### src/rtl/nco_bank.sv
// nco_bank: NUM_CH phase-accumulator oscillators sharing one time-multiplexed datapath.
// Define NCO_BANK_SYNC_EN to build the falling-edge hard-sync path.
module nco_bank #(
  parameter int NUM_CH = 4,
  parameter int PHS_W  = 32,
  parameter int OUT_W  = 16,
  parameter int DIV    = 8,
  localparam int CH_W  = (NUM_CH > 1) ? $clog2(NUM_CH) : 1
) (
  input  logic                clk,
  input  logic                reset,
  input  logic                frq_we,
  input  logic [CH_W-1:0]     frq_sel,
  input  logic [PHS_W-1:0]    frq_wdata,
  input  logic [2*NUM_CH-1:0] wave_sel,
  input  logic [11:0]         pw,
  input  logic                sync,
  input  logic [NUM_CH-1:0]   sync_mask,
  output logic [OUT_W-1:0]    out_data,
  output logic [CH_W-1:0]     out_ch,
  output logic                out_valid,
  output logic [NUM_CH-1:0]   rate
);

  localparam int FC_W = (DIV > 1) ? $clog2(DIV) : 1;
  localparam logic [0:0] S_IDLE = 1'b0;
  localparam logic [0:0] S_RUN  = 1'b1;
  localparam logic [OUT_W-1:0] POS_MAX = {1'b0, {(OUT_W-1){1'b1}}};
  localparam logic [OUT_W-1:0] NEG_MAX = {1'b1, {(OUT_W-2){1'b0}}, 1'b1};

  if ((DIV < NUM_CH + 2) || (OUT_W > PHS_W - 1)) begin : g_param_chk
    $error("nco_bank: requires DIV >= NUM_CH+2 and OUT_W <= PHS_W-1");
  end

  logic [FC_W-1:0]  fcnt_q, fcnt_d;
  logic [0:0]       state_q, state_d;
  logic [CH_W-1:0]  ch_q, ch_d, slot_ch;
  logic             slot_en, frame_start, sync_clr, sel_ok;
  logic [PHS_W-1:0] phs_q [NUM_CH];
  logic [PHS_W-1:0] frq_q [NUM_CH];
  logic [PHS_W-1:0] phs_d;
  logic [1:0]       ws;
  logic [OUT_W-1:0] tri_x, tri_u, wave_d;
  logic [OUT_W-1:0] out_data_q;
  logic [CH_W-1:0]  out_ch_q;
  logic             out_valid_q;
  logic [NUM_CH-1:0] rate_q;

  assign frame_start = (fcnt_q == '0);
  assign fcnt_d      = (fcnt_q == FC_W'(DIV - 1)) ? '0 : fcnt_q + 1'b1;

  if ((1 << CH_W) == NUM_CH) begin : g_sel_full
    assign sel_ok = 1'b1;
  end else begin : g_sel_part
    assign sel_ok = (frq_sel < CH_W'(NUM_CH));
  end

  // Channel 0's slot is the frame-start cycle itself, served from IDLE; RUN covers channels 1..NUM_CH-1.
  always_comb begin
    state_d = state_q;
    ch_d    = ch_q;
    slot_en = 1'b0;
    slot_ch = '0;
    case (state_q)
      S_IDLE: begin
        if (frame_start) begin
          slot_en = 1'b1;
          if (NUM_CH > 1) begin
            state_d = S_RUN;
            ch_d    = CH_W'(1);
          end
        end
      end
      default: begin
        slot_en = 1'b1;
        slot_ch = ch_q;
        if (ch_q == CH_W'(NUM_CH - 1)) begin
          state_d = S_IDLE;
          ch_d    = '0;
        end else begin
          ch_d = ch_q + 1'b1;
        end
      end
    endcase
  end

`ifdef NCO_BANK_SYNC_EN
  logic sync_meta_q, sync_s_q, sync_prev_q, sync_pend_q, sync_act_q;
  logic sync_fall, sync_act_eff;

  assign sync_fall    = sync_prev_q & ~sync_s_q;
  // The frame-start slot must already see the freshly copied pending flag.
  assign sync_act_eff = frame_start ? sync_pend_q : sync_act_q;
  assign sync_clr     = sync_act_eff & sync_mask[slot_ch];

  always_ff @(posedge clk) begin
    if (reset) begin
      sync_meta_q <= 1'b0;
      sync_s_q    <= 1'b0;
      sync_prev_q <= 1'b0;
      sync_pend_q <= 1'b0;
      sync_act_q  <= 1'b0;
    end else begin
      sync_meta_q <= sync;
      sync_s_q    <= sync_meta_q;
      sync_prev_q <= sync_s_q;
      if (frame_start) begin
        sync_act_q  <= sync_pend_q;
        sync_pend_q <= sync_fall;
      end else if (sync_fall) begin
        sync_pend_q <= 1'b1;
      end
    end
  end
`else
  logic unused_sync;
  assign unused_sync = ^{sync, sync_mask};
  assign sync_clr    = 1'b0;
`endif

  always_comb begin
    phs_d  = sync_clr ? '0 : phs_q[slot_ch] + frq_q[slot_ch];
    tri_x  = phs_d[PHS_W-2 -: OUT_W];
    tri_u  = phs_d[PHS_W-1] ? ~tri_x : tri_x;
    ws     = wave_sel[2*slot_ch +: 2];
    wave_d = '0;
    case (ws)
      2'b00:   wave_d = phs_d[PHS_W-1 -: OUT_W];
      2'b01:   wave_d = (phs_d[PHS_W-1 -: 12] < pw) ? POS_MAX : NEG_MAX;
      2'b10:   wave_d = {~tri_u[OUT_W-1], tri_u[OUT_W-2:0]};
      default: wave_d = '0;
    endcase
  end

  always_ff @(posedge clk) begin
    if (reset) begin
      fcnt_q      <= '0;
      state_q     <= S_IDLE;
      ch_q        <= '0;
      out_data_q  <= '0;
      out_ch_q    <= '0;
      out_valid_q <= 1'b0;
      rate_q      <= '0;
      for (int unsigned i = 0; i < NUM_CH; i++) begin
        phs_q[i] <= '0;
        frq_q[i] <= '0;
      end
    end else begin
      fcnt_q      <= fcnt_d;
      state_q     <= state_d;
      ch_q        <= ch_d;
      out_valid_q <= slot_en;
      if (slot_en) begin
        phs_q[slot_ch]  <= phs_d;
        rate_q[slot_ch] <= phs_d[PHS_W-1];
        out_data_q      <= wave_d;
        out_ch_q        <= slot_ch;
      end
      if (frq_we && sel_ok) begin
        frq_q[frq_sel] <= frq_wdata;
      end
    end
  end

  assign out_data  = out_data_q;
  assign out_ch    = out_ch_q;
  assign out_valid = out_valid_q;
  assign rate      = rate_q;

endmodule
### config.mk
export PLATFORM = sky130hd
export DESIGN_NAME = nco_bank
export DESIGN_NICKNAME = d
export VERILOG_FILES = /design/src/rtl/nco_bank.sv
export SDC_FILE = /design/constraint.sdc
export NUM_CORES = 1
export LEC_CHECK = 0
export CAP_MARGIN = 5
export CORE_ASPECT_RATIO = 0.5
export CORE_UTILIZATION = 50
export CTS_BUF_LIST = sky130_fd_sc_hd__clkbuf_16
export DETAILED_ROUTE_END_ITERATION = 6
export HOLD_SLACK_MARGIN = 0.02
export PLACE_DENSITY = 0.78
export SYNTH_ARGS = -nofsm -noshare
export SYNTH_HDL_FRONTEND = slang
export SYNTH_SLANG_ARGS = --single-unit
### constraint.sdc
create_clock -name clk -period 7.33 [get_ports clk]
set_input_delay 1.8325 -clock clk [delete_from_list [all_inputs] [get_ports clk]]
set_output_delay 1.8325 -clock clk [all_outputs]
set_load 0.02 [all_outputs]
==> results.sh, run 1 <==
export IMPL_status="complete, no violations"
export IMPL_cts_buffers=27
export IMPL_antenna_left=0
export IMPL_io_pins=85
export IMPL_tightest_slew_ns=1.108
export IMPL_ys_seq_area_share_pct=57.69
export IMPL_area_growth_pct=14.19
export IMPL_ctsRootBufferMaster="clkbuf_16"
export IMPL_fin_crit_sh_pct=87.34
export IMPL_period_minus_slack_ns=6.402
export IMPL_start_kind="flop"
export IMPL_hold_depth=2
export IMPL_syn_num_nets=1428
export IMPL_reg2reg_slack_ns=0.93
export IMPL_grt_busiest_layer="met2"
export IMPL_r2r_end="out_data[14]"
export IMPL_dp_hpwl_um=22920
export IMPL_initial_core_util_pct=51.33
export IMPL_ir_worst_vdd_mv=0.2038
export IMPL_post_dp_cell_area_sq_um=15560
export IMPL_overflow=0
export IMPL_fin_area_sq_um=16370
export IMPL_drt_first_iter_violations=1252
export IMPL_die_area_sq_um=29390
export IMPL_worst_path_max_delay_cell="dfxtp_1"
export IMPL_htreeDepth=1
export IMPL_dieWidth_um=241.4
export IMPL_postRouteWirelength_um=36450
export IMPL_drv_cap=0
export IMPL_hold_viol_final=0
export IMPL_antenna_found_initial=0
export IMPL_critPathKind="flop to flop"
export IMPL_synth_top_cell_area_share_pct=53.64
export IMPL_leakagePower_nw=6.256
export IMPL_cts_hold_buf=0
export IMPL_setup_viol=0
export IMPL_avgSynthCellArea_sq_um=10.87
export IMPL_core_area_sq_um=27920
export IMPL_post_cts_buffers=0
export IMPL_synth_cells=1319
export IMPL_critPathCaptureType="flop"
export IMPL_clockBufferDepth=3
export IMPL_synth_seq_cells=285
export IMPL_yosys_top_cells_area="edfxtp_1 54%, and2_1 5.8%, o22ai_1 5.4%, nor2_1 5.4%, dfxtp_1 4.1%"
export IMPL_maxClockFrequency_mhz=156.2
export IMPL_grt_setup_unrepaired="false"
export IMPL_path_cells="nand2_1 > or2_2 > buf_4 > o22ai_1 > nor2_1 > ha_1 > a211o_1 > a211o_1 > a21oi_2 > a31oi_1 > or4_1 > nand3_1 > inv_1 > ha_1 > a2111oi_0 > o21ai_1 > a211oi_2 > buf_4 > nor3_1 > o32ai_1"
export IMPL_place_ws_ns=0.9964
export IMPL_cts_resized=0
export IMPL_clkTransAtPathRegs_ns=0.06
export IMPL_hp_class="flop to flop"
export IMPL_synth_edff_count=256
export IMPL_numPlacedInstances=1733
export IMPL_power_density_nw_per_um2=374.8
export IMPL_first_global_vias=10440
export IMPL_critPathTopFamily="compound AO/OA/AOI/OAI gates"
export IMPL_use_met3_pct=4.034
export IMPL_yosys_warnings=0
export IMPL_wire_per_inst_um=20.45
export IMPL_insertion_delay_ns=0.55
export IMPL_met2_usage_pct=38.95
export IMPL_synthDistinctLibCells=70
export IMPL_grtUsageMet1_pct=35.36
export IMPL_synth_area_leader_cell="edfxtp_1"
export IMPL_io_buffers=79
export IMPL_grt_pass1_wl_um=56300
export IMPL_drc=0
export IMPL_synth_most_common_cell="edfxtp_1"
export IMPL_worstReg2RegStart="ch_q[0]"
export IMPL_netlist_area_sq_um=14330
export IMPL_synth_top_flop_cell="edfxtp_1"
export IMPL_numClockSinks=285
export IMPL_setup_ws_ns=0.9283
export IMPL_reg2regPathDepth=20
export IMPL_final_nets=1489
export IMPL_final_cells=1782
export IMPL_crit_buf_inv=3
export IMPL_max_slew_margin_pct=26.11
export IMPL_vias=10760
export IMPL_core_rowCount=43
export IMPL_crit_path_max_fanout=23
export IMPL_grt_start_max_net_pins=60
export IMPL_finalMaxSlewViolations=0
export IMPL_die_y_um=121.7
export IMPL_globalplace_congestion=0.9334
export IMPL_hp_start="out_ch[1]"
export IMPL_tns_ns=0
export IMPL_dr_pass1_iters=6
export IMPL_grt_total_usage_pct=24.82
export IMPL_critical_path_max_stage_delay_ns=0.76
export IMPL_finalPower_mw=6.134
export IMPL_holdPathEnd="out_ch[1]"
export IMPL_worstPathArrival_ns=6.84
export IMPL_netlist_top_cells_count="256 x edfxtp_1, 206 x nor2_1, 133 x and2_1"
export IMPL_fin_hold_ws_ns=0.4583
export IMPL_diodes=0
export IMPL_async_flop_share_pct=0
export IMPL_vias_per_cell=6.039
export IMPL_drive_above_1_share_pct=8.071
export IMPL_post_route_util_pct=58.61
export IMPL_crit_required_ns=7.77
export IMPL_cts_tree="done"
export IMPL_fin_skew_ns=0.02083
-- tightest hold or removal path, cell delays in order (launching register included) --
cell and delay (ns):
dfxtp_1 0.31, nand2_1 0.05, a21oi_1 0.05
-- power breakdown --
group / internal (mW) / total, mW / switching [mW]
Clock: 0.705 / 1.31 / 0.601
Combinational: 1.00 / 2.66 / 1.65
Sequential: 2.08 / 2.17 / 0.0945
Total: 3.78 / 6.13 / 2.35
-- per-layer routing --
layer / vias to the layer above / part of all wire [%]
met5: - / 0
met4: 0 / 2.4
met3: 65 / 9.1
met2: 518 / 45
met1: 5253 / 43
li1: 4926 / -
-- flip-flops by register name, summed over array words and instances, names as in the netlist --
register	cells
rate	4
out_ch	2
frq_q	128
state_q	1
out_valid	1
ch_q	2
phs_q	128
fcnt_q	3
out_data	16
-- kinds of logic after synthesis --
group / Yosys count / synth area share [%]
buf+inv: 134 / 3.728
simple gates: 494 / 16.94
fa+ha+maj: 47 / 4.155
xor+xnor: 41 / 2.558
flops: 285 / 57.69
mux: 6 / 0.4278
compound gates: 312 / 14.51
-- layout make-up --
type	instances	area (sq um)
inverters	56	210.2
well taps	382	478.0
repair buffers	110	1049
clock inverters	22	130.1
multi-input cells	900	5555
fillers	2143	11560
flip-flops and latches	285	8268
clock buffers	27	675.6
-- how the worst max path moves through the flow --
stage | cells after the start | endpoint | slack, ns | from
2_1_floorplan | 26 | out_data[11] | 1.62 | state_q
3_3_place_gp | 20 | out_data[2] | 1.18 | ch_q[0]
3_5_place_dp | 20 | out_data[14] | 1.0 | ch_q[0]
4_1_cts | 20 | out_data[14] | 0.96 | ch_q[0]
5_1_grt | 20 | out_data[2] | 0.47 | ch_q[0]
6_report | 20 | out_data[14] | 0.93 | ch_q[0]
-- cells in the final DEF (no fill, tap or decap), types with 32 or more instances in the layout --
master | synthesis | final
nor2_1 | 206 | 206
edfxtp_1 | 256 | 256
a21oi_1 | 46 | 46
and2_1 | 133 | 133
o22ai_1 | 124 | 124
clkdlybuf4s50_1 | 0 | 79
nand2_1 | 63 | 63
ha_1 | 46 | 46
o21ai_0 | 32 | 32
inv_1 | 54 | 61
Note: power is estimated with default switching activity, not from simulation.
==> run 2: changes to the inputs <==
Settings changed: CAP_MARGIN 5 to 40.
==> results.sh, run 2 (synthesis results as in run 1) <==
export IMPL_status="complete, no violations"
export IMPL_grt_start_max_net_pins=60
export IMPL_core_rowCount=43
export IMPL_max_slew_margin_pct=35.45
export IMPL_reg2reg_slack_ns=0.80
export IMPL_grt_total_usage_pct=24.42
export IMPL_dp_hpwl_um=23570
export IMPL_finalMaxSlewViolations=0
export IMPL_cts_hold_buf=0
export IMPL_setup_ws_ns=0.8049
export IMPL_diodes=0
export IMPL_antenna_found_initial=0
export IMPL_dieWidth_um=241.4
export IMPL_crit_required_ns=7.75
export IMPL_hold_viol_final=0
export IMPL_drt_first_iter_violations=1264
export IMPL_dr_pass1_iters=6
export IMPL_numClockSinks=285
export IMPL_ir_worst_vdd_mv=0.2147
export IMPL_clkTransAtPathRegs_ns=0.07
export IMPL_setup_viol=0
export IMPL_fin_crit_sh_pct=89.02
export IMPL_ctsRootBufferMaster="clkbuf_16"
export IMPL_antenna_left=0
export IMPL_numPlacedInstances=1739
export IMPL_grt_setup_unrepaired="false"
export IMPL_post_dp_cell_area_sq_um=15670
export IMPL_die_y_um=121.7
export IMPL_critPathKind="flop to flop"
export IMPL_worstPathArrival_ns=6.95
export IMPL_overflow=0
export IMPL_maxClockFrequency_mhz=153.3
export IMPL_final_nets=1493
export IMPL_critPathCaptureType="flop"
export IMPL_cts_resized=0
export IMPL_cts_tree="done"
export IMPL_vias_per_cell=5.999
export IMPL_finalPower_mw=6.088
export IMPL_clockBufferDepth=3
export IMPL_fin_area_sq_um=16430
export IMPL_io_pins=85
export IMPL_fin_skew_ns=0.01794
export IMPL_period_minus_slack_ns=6.525
export IMPL_tns_ns=0
export IMPL_initial_core_util_pct=51.33
export IMPL_io_buffers=79
export IMPL_post_cts_buffers=0
export IMPL_first_global_vias=10420
export IMPL_insertion_delay_ns=0.53
export IMPL_crit_path_max_fanout=26
export IMPL_drive_above_1_share_pct=8.066
export IMPL_die_area_sq_um=29390
export IMPL_place_ws_ns=1.011
export IMPL_globalplace_congestion=0.9334
export IMPL_core_area_sq_um=27920
export IMPL_drc=0
export IMPL_drv_cap=0
export IMPL_fin_hold_ws_ns=0.4531
export IMPL_postRouteWirelength_um=35780
export IMPL_post_route_util_pct=58.84
export IMPL_final_common_cell="edfxtp_1"
export IMPL_hp_class="flop to flop"
export IMPL_vias=10700
export IMPL_layout_common_cells="256 x edfxtp_1, 206 x nor2_1, 133 x and2_1"
export IMPL_final_cells=1783
export IMPL_wire_per_inst_um=20.06
export IMPL_htreeDepth=1
export IMPL_leakagePower_nw=6.265
export IMPL_power_density_nw_per_um2=370.5
export IMPL_grt_pass1_wl_um=55570
export IMPL_tightest_slew_ns=0.9439
export IMPL_cts_buffers=25
export IMPL_start_kind="flop"
export IMPL_area_growth_pct=14.64
==> run 2: cell types whose count changed in the layout (fill, tap and decap cells not counted), sizes merged <==
cell	delta
clkbuf	-2
inv	-4
clkinvlp	+1
buf	+6
bufinv	+1
clkinv	-1
==> run 2: path summary, 6_finish.rpt <==
path | from | end | cells after the start
min reg2reg | out_ch[0] | out_ch[0] | 2
max reg2reg | ch_q[0] | out_data[14] | 20
max | ch_q[0] | out_data[14] | 20
min | out_ch[0] | out_ch[0] | 2
==> run 2: power breakdown <==
part / switching [mW] / leakage, nW / internal [mW] / total (mW)
Sequential: 0.0931 / 2.84 / 2.08 / 2.17
Combinational: 1.64 / 3.04 / 1.01 / 2.66
Clock: 0.574 / 0.385 / 0.690 / 1.26
Total: 2.31 / 6.26 / 3.78 / 6.09
==> run 2: metal layers <==
layer  routed length, um  up-vias  GRT usage, %
met2               16060      547         38.40
li1                    -     4944             -
met5                   0        -             0
met4                 981        0         8.307
met3                3478       67         4.532
met1               15260     5139         34.20
==> run 2: critical path, cell delays in order, from the launching register on <==
cell,delay [ns]
dfxtp_1,0.77
nand2_1,0.27
or2_2,0.59
buf_4,0.34
o22ai_1,0.23
nor2_1,0.11
ha_1,0.40
and2_1,0.26
o21ai_0,0.15
a211o_1,0.33
a311oi_1,0.70
or4b_4,0.27
nand4_4,0.42
inv_2,0.21
ha_1,0.26
a21oi_1,0.12
o21ai_0,0.15
a211oi_2,0.23
buf_4,0.23
nor3_1,0.07
o32ai_1,0.27
==> run 2: final cells by class <==
cell class	instances	area [sq um]
inverters	56	210.2
flip-flops and latches	285	8268
multi-input cells	900	5555
clock buffers	25	625.6
fillers	2156	11490
repair buffers	116	1154
well taps	382	478.0
clock inverters	19	140.1
